File: src/rtl/cnt_burst_arb.sv
// Round-robin arbiter that shares one external base/addr/cnt counter among N requesters.
// Each grant loads the counter with the winner's base and runs a (len+1)-beat burst.
module cnt_burst_arb #(
    parameter int W  = 16,
    parameter int N  = 4,
    parameter int LW = 8
) (
    input  logic            clk,
    input  logic            rst,
    input  logic [N-1:0]    req,
    input  logic [N*W-1:0]  req_base,
    input  logic [N*LW-1:0] req_len,
    input  logic            abort,
    input  logic [W-1:0]    cnt_fb,
    output logic            ctr_en,
    output logic [W-1:0]    ctr_inp,
    output logic [N-1:0]    gnt,
    output logic [2:0]      gnt_id,
    output logic            beat_vld,
    output logic            done,
    output logic            busy
);

    typedef enum logic [1:0] {
        IDLE = 2'd0,
        LOAD = 2'd1,
        RUN  = 2'd2
    } state_t;

    state_t        state_r;
    logic [LW-1:0] len_r;
    logic [2:0]    ptr_r;
    logic [2:0]    win_s;
    logic          win_vld_s;
    logic          last_s;

    // Round-robin search: first asserted request after the last winner.
    always_comb begin
        win_s     = 3'd0;
        win_vld_s = 1'b0;
        for (int k = 1; k <= N; k++) begin
            if (!win_vld_s && req[(int'(ptr_r) + k) % N]) begin
                win_vld_s = 1'b1;
                win_s     = 3'((int'(ptr_r) + k) % N);
            end else begin
                win_vld_s = win_vld_s;
            end
        end
    end

    // The counter restarts at cnt=0 on the first beat, so cnt==len marks the last beat.
    assign last_s = (cnt_fb == W'(len_r));
    assign done   = beat_vld & last_s & ~abort;

    // Sequencer state and registered outputs.
    always_ff @(posedge clk) begin
        if (rst) begin
            state_r  <= IDLE;
            len_r    <= {LW{1'b0}};
            ptr_r    <= 3'(N - 1);
            gnt_id   <= 3'd0;
            gnt      <= {N{1'b0}};
            ctr_en   <= 1'b0;
            ctr_inp  <= {W{1'b0}};
            beat_vld <= 1'b0;
            busy     <= 1'b0;
        end else begin
            case (state_r)
                IDLE: begin
                    if (win_vld_s) begin
                        state_r <= LOAD;
                        len_r   <= req_len[int'(win_s)*LW +: LW];
                        ptr_r   <= win_s;
                        gnt_id  <= win_s;
                        gnt     <= {{(N-1){1'b0}}, 1'b1} << win_s;
                        ctr_en  <= 1'b1;
                        ctr_inp <= req_base[int'(win_s)*W +: W];
                        busy    <= 1'b1;
                    end else begin
                        state_r <= IDLE;
                    end
                end
                LOAD: begin
                    ctr_en  <= 1'b0;
                    ctr_inp <= {W{1'b0}};
                    if (abort) begin
                        state_r <= IDLE;
                        gnt     <= {N{1'b0}};
                        busy    <= 1'b0;
                    end else begin
                        state_r  <= RUN;
                        beat_vld <= 1'b1;
                    end
                end
                RUN: begin
                    if (abort || last_s) begin
                        state_r  <= IDLE;
                        gnt      <= {N{1'b0}};
                        beat_vld <= 1'b0;
                        busy     <= 1'b0;
                    end else begin
                        state_r <= RUN;
                    end
                end
                default: begin
                    state_r  <= IDLE;
                    gnt      <= {N{1'b0}};
                    ctr_en   <= 1'b0;
                    ctr_inp  <= {W{1'b0}};
                    beat_vld <= 1'b0;
                    busy     <= 1'b0;
                end
            endcase
        end
    end

endmodule
File: config.mk
export PLATFORM = sky130hd
export DESIGN_NAME = cnt_burst_arb
export DESIGN_NICKNAME = d
export VERILOG_FILES = /design/src/rtl/cnt_burst_arb.sv
export SDC_FILE = /design/constraint.sdc
export NUM_CORES = 1
export LEC_CHECK = 0
export BUFFER_PORTS_ARGS = -buffer_cell sky130_fd_sc_hd__clkbuf_2
export CORE_MARGIN = 4
export CORE_UTILIZATION = 29
export CTS_CLUSTER_SIZE = 12
export DETAILED_ROUTE_END_ITERATION = 6
export GPL_ROUTABILITY_DRIVEN = 1
export PLACE_DENSITY = 0.67
export SYNTH_ARGS = -nofsm -noshare
export SYNTH_HDL_FRONTEND = slang
export SYNTH_SLANG_ARGS = --single-unit
File: constraint.sdc
create_clock -name clk -period 5.29 [get_ports clk]
set_clock_uncertainty 0.2 [all_clocks]
set_input_delay 1.587 -clock clk [delete_from_list [all_inputs] [get_ports clk]]
set_output_delay 1.587 -clock clk [all_outputs]
set_load 0.01 [all_outputs]
Word level (Yosys, flattened, before mapping)
Index checks and enable logic that the tools add are counted.
- add/subtract/negate cells: 4
- $lt $le $gt $ge: 4
- equality and inequality tests: 7
- shifts and indexed selects: 3
- multiplexer cells: 37
- bitwise logic cells: 9
- reduce and logical (&&, ||, !) cells: 16
- operators by type and width (operator ; number):
    $shiftx A64 B8 Y16 ; 1
    $pmux W16 S2 ; 1
    $shiftx A32 B7 Y8 ; 1
    $mux W1 ; 17
    $eq A16 B8 Y1 ; 1
    $lt A3 B4 Y1 const B ; 4
    $mux W16 ; 1
    $mux W3 ; 4
    $mux W4 ; 3
    $pmux W4 S3 ; 1
    $bmux W1 S2 ; 4
    $ne A2 B2 Y1 const B ; 4
    $reduce_or A2 Y1 ; 4
    $pmux W1 S3 ; 2
    $pmux W2 S3 ; 1
    $reduce_and A3 Y1 ; 2
    $add A2 B1 Y2 const B ; 2
    $add A2 B2 Y2 const B ; 2
    $and A1 B1 Y1 const A ; 4
    $mux W2 ; 2
    $reduce_and A2 Y1 ; 2
    $shl A1 B3 Y4 const A ; 1
    $logic_and A1 B1 Y1 ; 3
    $logic_not A1 Y1 ; 3
    7 further kinds ; 10
- register bits after elaboration: 38
- bits of input ports: 119
- output and inout bits: 27
- logic and storage cells: 89

Logic depth before layout (Yosys ltp)
- depth after elaboration: 19
- mapped depth: 7
- gate-level depth less buffers: 6

Least setup slack after synthesis
No wires, ideal clock.
- path kind: input to output
- start point: in cnt_fb[13]
- end point: out done
- data arrival time: 2676 ps
- data required time: 3503 ps
- setup slack: 827 ps
- cell stages on the path: 4
- path buffers: 0
- path through: or4_1 -> nor2_1 -> nand3_1 -> nor3b_1
- word-level cells in the longest chain between the ends: 3
- ends and longest elaborated chain (what ; line ; source):
    start: declaration ; 14 ; input logic [W-1:0] cnt_fb,
    $eq A16 B8 Y1 ; 52 ; assign last_s = (cnt_fb == W'(len_r));
    $and A1 B1 Y1 (2 in a row) ; 53 ; assign done = beat_vld & last_s & ~abort;
    end: declaration ; 20 ; output logic done,
No other way between the ends.

Worst setup path after layout
- start point: in cnt_fb[7]
- end point: out done
The elaborated chain is that of the path after synthesis.

==> out/summary.txt <==
========================================================================================
Leakage power of the design ...............................................      1.62 nW
Synth Net Count ...........................................................          350
Wire length after detailed routing ........................................      6510 um
Fraction of registers with async set or reset after synthesis .............           0%
Actual transition at the worst max-transition pin .........................     0.790 ns
Effective utilization at floorplan ........................................        29.9%
Number of flops mapped to enable cells by yosys ...........................            0
Share of synthesized area occupied by flip-flops and latches ..............        33.9%
Arrival time of the worst setup path ......................................      2.91 ns
Max-cap violations ........................................................            0
Crit share post-route .....................................................        88.9%
Routability congestion estimate from global placement .....................        0.780
Die width .................................................................      94.8 um
Worst path setup slack after routing ......................................     0.589 ns
Number of placement rows ..................................................           31
Library cell with the largest summed area after synthesis .................      dfxtp_1
Number of warnings printed during yosys synthesis .........................            0
Antenna violations before repair ..........................................            0
Nature of the critical path startpoint ....................................    input pin
Filler cells ..............................................................          788
Cell with the most instances after synthesis ..............................      mux2i_1
Port Buffer Count .........................................................          144
Total of hold buffers inserted after clock tree synthesis .................            0
Capture endpoint of the worst hold path ...................................  ctr_inp[14]
Sum of negative setup slack ...............................................         0 ns
Core footprint ............................................................    7290 um^2
Final worst path period need ..............................................      4.70 ns
#FFs+latches synth ........................................................           37
R2R Path End ..............................................................   ctr_inp[9]
Number of remaining DRC errors ............................................            0
Worst-path fanout max .....................................................            3
Post-synthesis cell count .................................................          231
Layout cell share with drive strength beyond 1 ............................        45.8%
TritonCTS Sinks ...........................................................           37
Top Ports .................................................................          146
Max-slew headroom .........................................................        47.2%
Fraction of synthesized cell area taken by the top area cell type .........        33.9%
Worst min-delay path category ............................................. flip-flop to flip-flop
Total half-perimeter wirelength after legalization and detailed placement .      5150 um
Maximum clock frequency ...................................................      213 MHz
Setup violation total in the final timing report ..........................            0
Post-synthesis cell area ..................................................    2180 um^2
Maximum level of the CTS H-tree ...........................................            2
Most frequently used flop master after synthesis ..........................      dfxtp_1
CTS Root Buffer Type ......................................................     clkbuf_8
Die area ..................................................................    8980 um^2
Post-CTS setup-driven buffer insertion count ..............................            0
Clock Path Buffers ........................................................            2
WL per Instance ...........................................................      13.8 um
TritonCTS clock tree ......................................................        built
Fin nets ..................................................................          489
Clock latency of the later-clocked register in the worst-skew pair ........      0.29 ns
Origin of the worst min-delay path ........................................  ctr_inp[14]
Setup repair after global routing missed its margin .......................           no
Critical Setup Path Class ................................................. input pin to output port
Via density per instance ..................................................         4.76
Result of the run ......................................................... finished clean
CP endpoint kind ..........................................................  output port
Dominant cells by area after synthesis .................................... dfxtp_1, mux2i_1, a2bb2oi_1, o21ai_1, mux2_2
GRT Util Overall ..........................................................        14.3%
Top cells by count, synth ................................................. mux2i_1, dfxtp_1, o21ai_1
Data required time of the critical path ...................................      3.50 ns
Iteration-0 DRC Markers ...................................................           41
Register clock-pin slew on the reported worst setup and hold paths ........      0.08 ns
Total via count after detailed routing ....................................         2235
Number of unique standard cell types used by synthesis ....................           40
Peak ir drop on the vdd network ...........................................     0.112 mV
Die Span Y ................................................................      94.8 um
Max-slew violation count ..................................................            0
Cell count of the worst reg-to-reg path ...................................            5
Maximum number of pins on one net before global-route repair ..............           36
Synthesis-to-layout area growth ...........................................        43.2%
Post-placement setup slack ................................................     0.562 ns
Remaining antenna violation count .........................................            0
Post-CTS sizing ...........................................................            0
R2R Setup Slk .............................................................      2.83 ns
Congestion Overflow GR ....................................................            0
Ant. Diodes ...............................................................            0
Hold Path Depth ...........................................................            2
Wire length of the first global-routing pass ..............................     10100 um
Power density over the cells ..............................................  292 nW/um^2
Reg2Reg Launch Point ......................................................   state_r[0]
Avg Cell Area, Syn ........................................................    9.45 um^2
Vias in the first global route ............................................         2261
Endpoints failing hold ....................................................            0
First-pass iteration count of the detailed router .........................            4
Number of clock buffers inserted by TritonCTS .............................            5
========================================================================================
## sequential cells by signal, indices dropped and copies added, names as in the netlist
name      count
beat_vld      1
busy          1
ctr_en        1
ctr_inp      16
gnt           4
gnt_id        2
len_r         8
ptr_r         2
state_r       2
## final cells by class
class | count | area (um^2) | area share [%]
multi-input cells | 178 | 1370 | 43.9
clock buffers | 5 | 68.8 | 2.20
clock inverters | 3 | 65.1 | 2.08
inverters | 2 | 7.51 | 0.240
flip-flops and latches | 37 | 741 | 23.7
repair buffers | 146 | 748 | 23.9
well taps | 99 | 124 | 3.96
## worst max path at each step
| stage | start | end |
|---|---|---|
| final | cnt_fb[7] | done |
| after global routing | cnt_fb[7] | done |
| after CTS | cnt_fb[7] | done |
| after detailed placement | cnt_fb[7] | done |
| after global placement | cnt_fb[7] | done |
| after floorplan | cnt_fb[13] | done |
## logic make-up (layout without fill, tap and decap cells)
kind of cell / count (synthesis) / in the layout / synth area share [%]
compound gates: 63 / 63 / 19.0
xor+xnor: 8 / 8 / 3.21
flops: 37 / 37 / 33.9
buf+inv: 16 / 156 / 4.01
other cells: 1 / 1 / 0.172
simple gates: 50 / 50 / 13.6
mux: 56 / 56 / 26.1
## where the power goes
part | internal [mW] | total, mW | leakage (nW) | switching [mW]
logic | 0.145 | 0.278 | 1.24 | 0.133
registers | 0.316 | 0.341 | 0.306 | 0.0249
clock network | 0.187 | 0.295 | 0.0681 | 0.107
total | 0.648 | 0.913 | 1.62 | 0.265
## cells in the final DEF (no fill, tap or decap), drive strengths merged
cell type and n:
clkbuf 149, mux2i 48, dfxtp 37, o21ai 32
a2bb2oi 17, nor2 12, nand3b 9, xor2 8
mux2 8, nand2b 7, a21oi 6, nand3 3
nand2 3, nor4 3, nor3 3, or4 2
nor2b 2, bufinv 2, inv 2, buf 2
nor3b 1, or3 1, a21o 1, o21bai 1
nand4 1, or2 1, o221ai 1, a311o 1
o32ai 1, nand4b 1, or3b 1, o311ai 1
a21boi 1, a211o 1, conb 1, clkinv 1
## per-stage QoR
stage,cell area (um^2),utilization [%],hold slack (ns),cells,total power [mW]
6_report,3130,42.9,0.282,470,0.913
5_1_grt,3130,42.9,0.302,470,0.969
4_1_cts,3130,42.9,0.282,470,0.928
3_5_place_dp,2990,41.0,0.263,462,0.629
3_3_place_gp,2990,41.0,0.250,462,0.621
2_1_floorplan,2180,-,0.264,231,0.524
## critical path: stages
cell and delay, ns:
clkbuf_2 0.08, xor2_1 0.13, nor4_1 0.51, nand3_1 0.21
nor3b_1 0.23, clkbuf_2 0.16
## layer usage
metal | track usage [%] | wire length [um] | vias to the layer above
met5 | 0 | 0 | -
met4 | 3.61 | 61 | 0
met3 | 3.98 | 579 | 7
met2 | 26.1 | 3250 | 95
met1 | 16.3 | 2620 | 995
li1 | - | - | 1138
No activity file was read; power rests on OpenSTA's default activity.
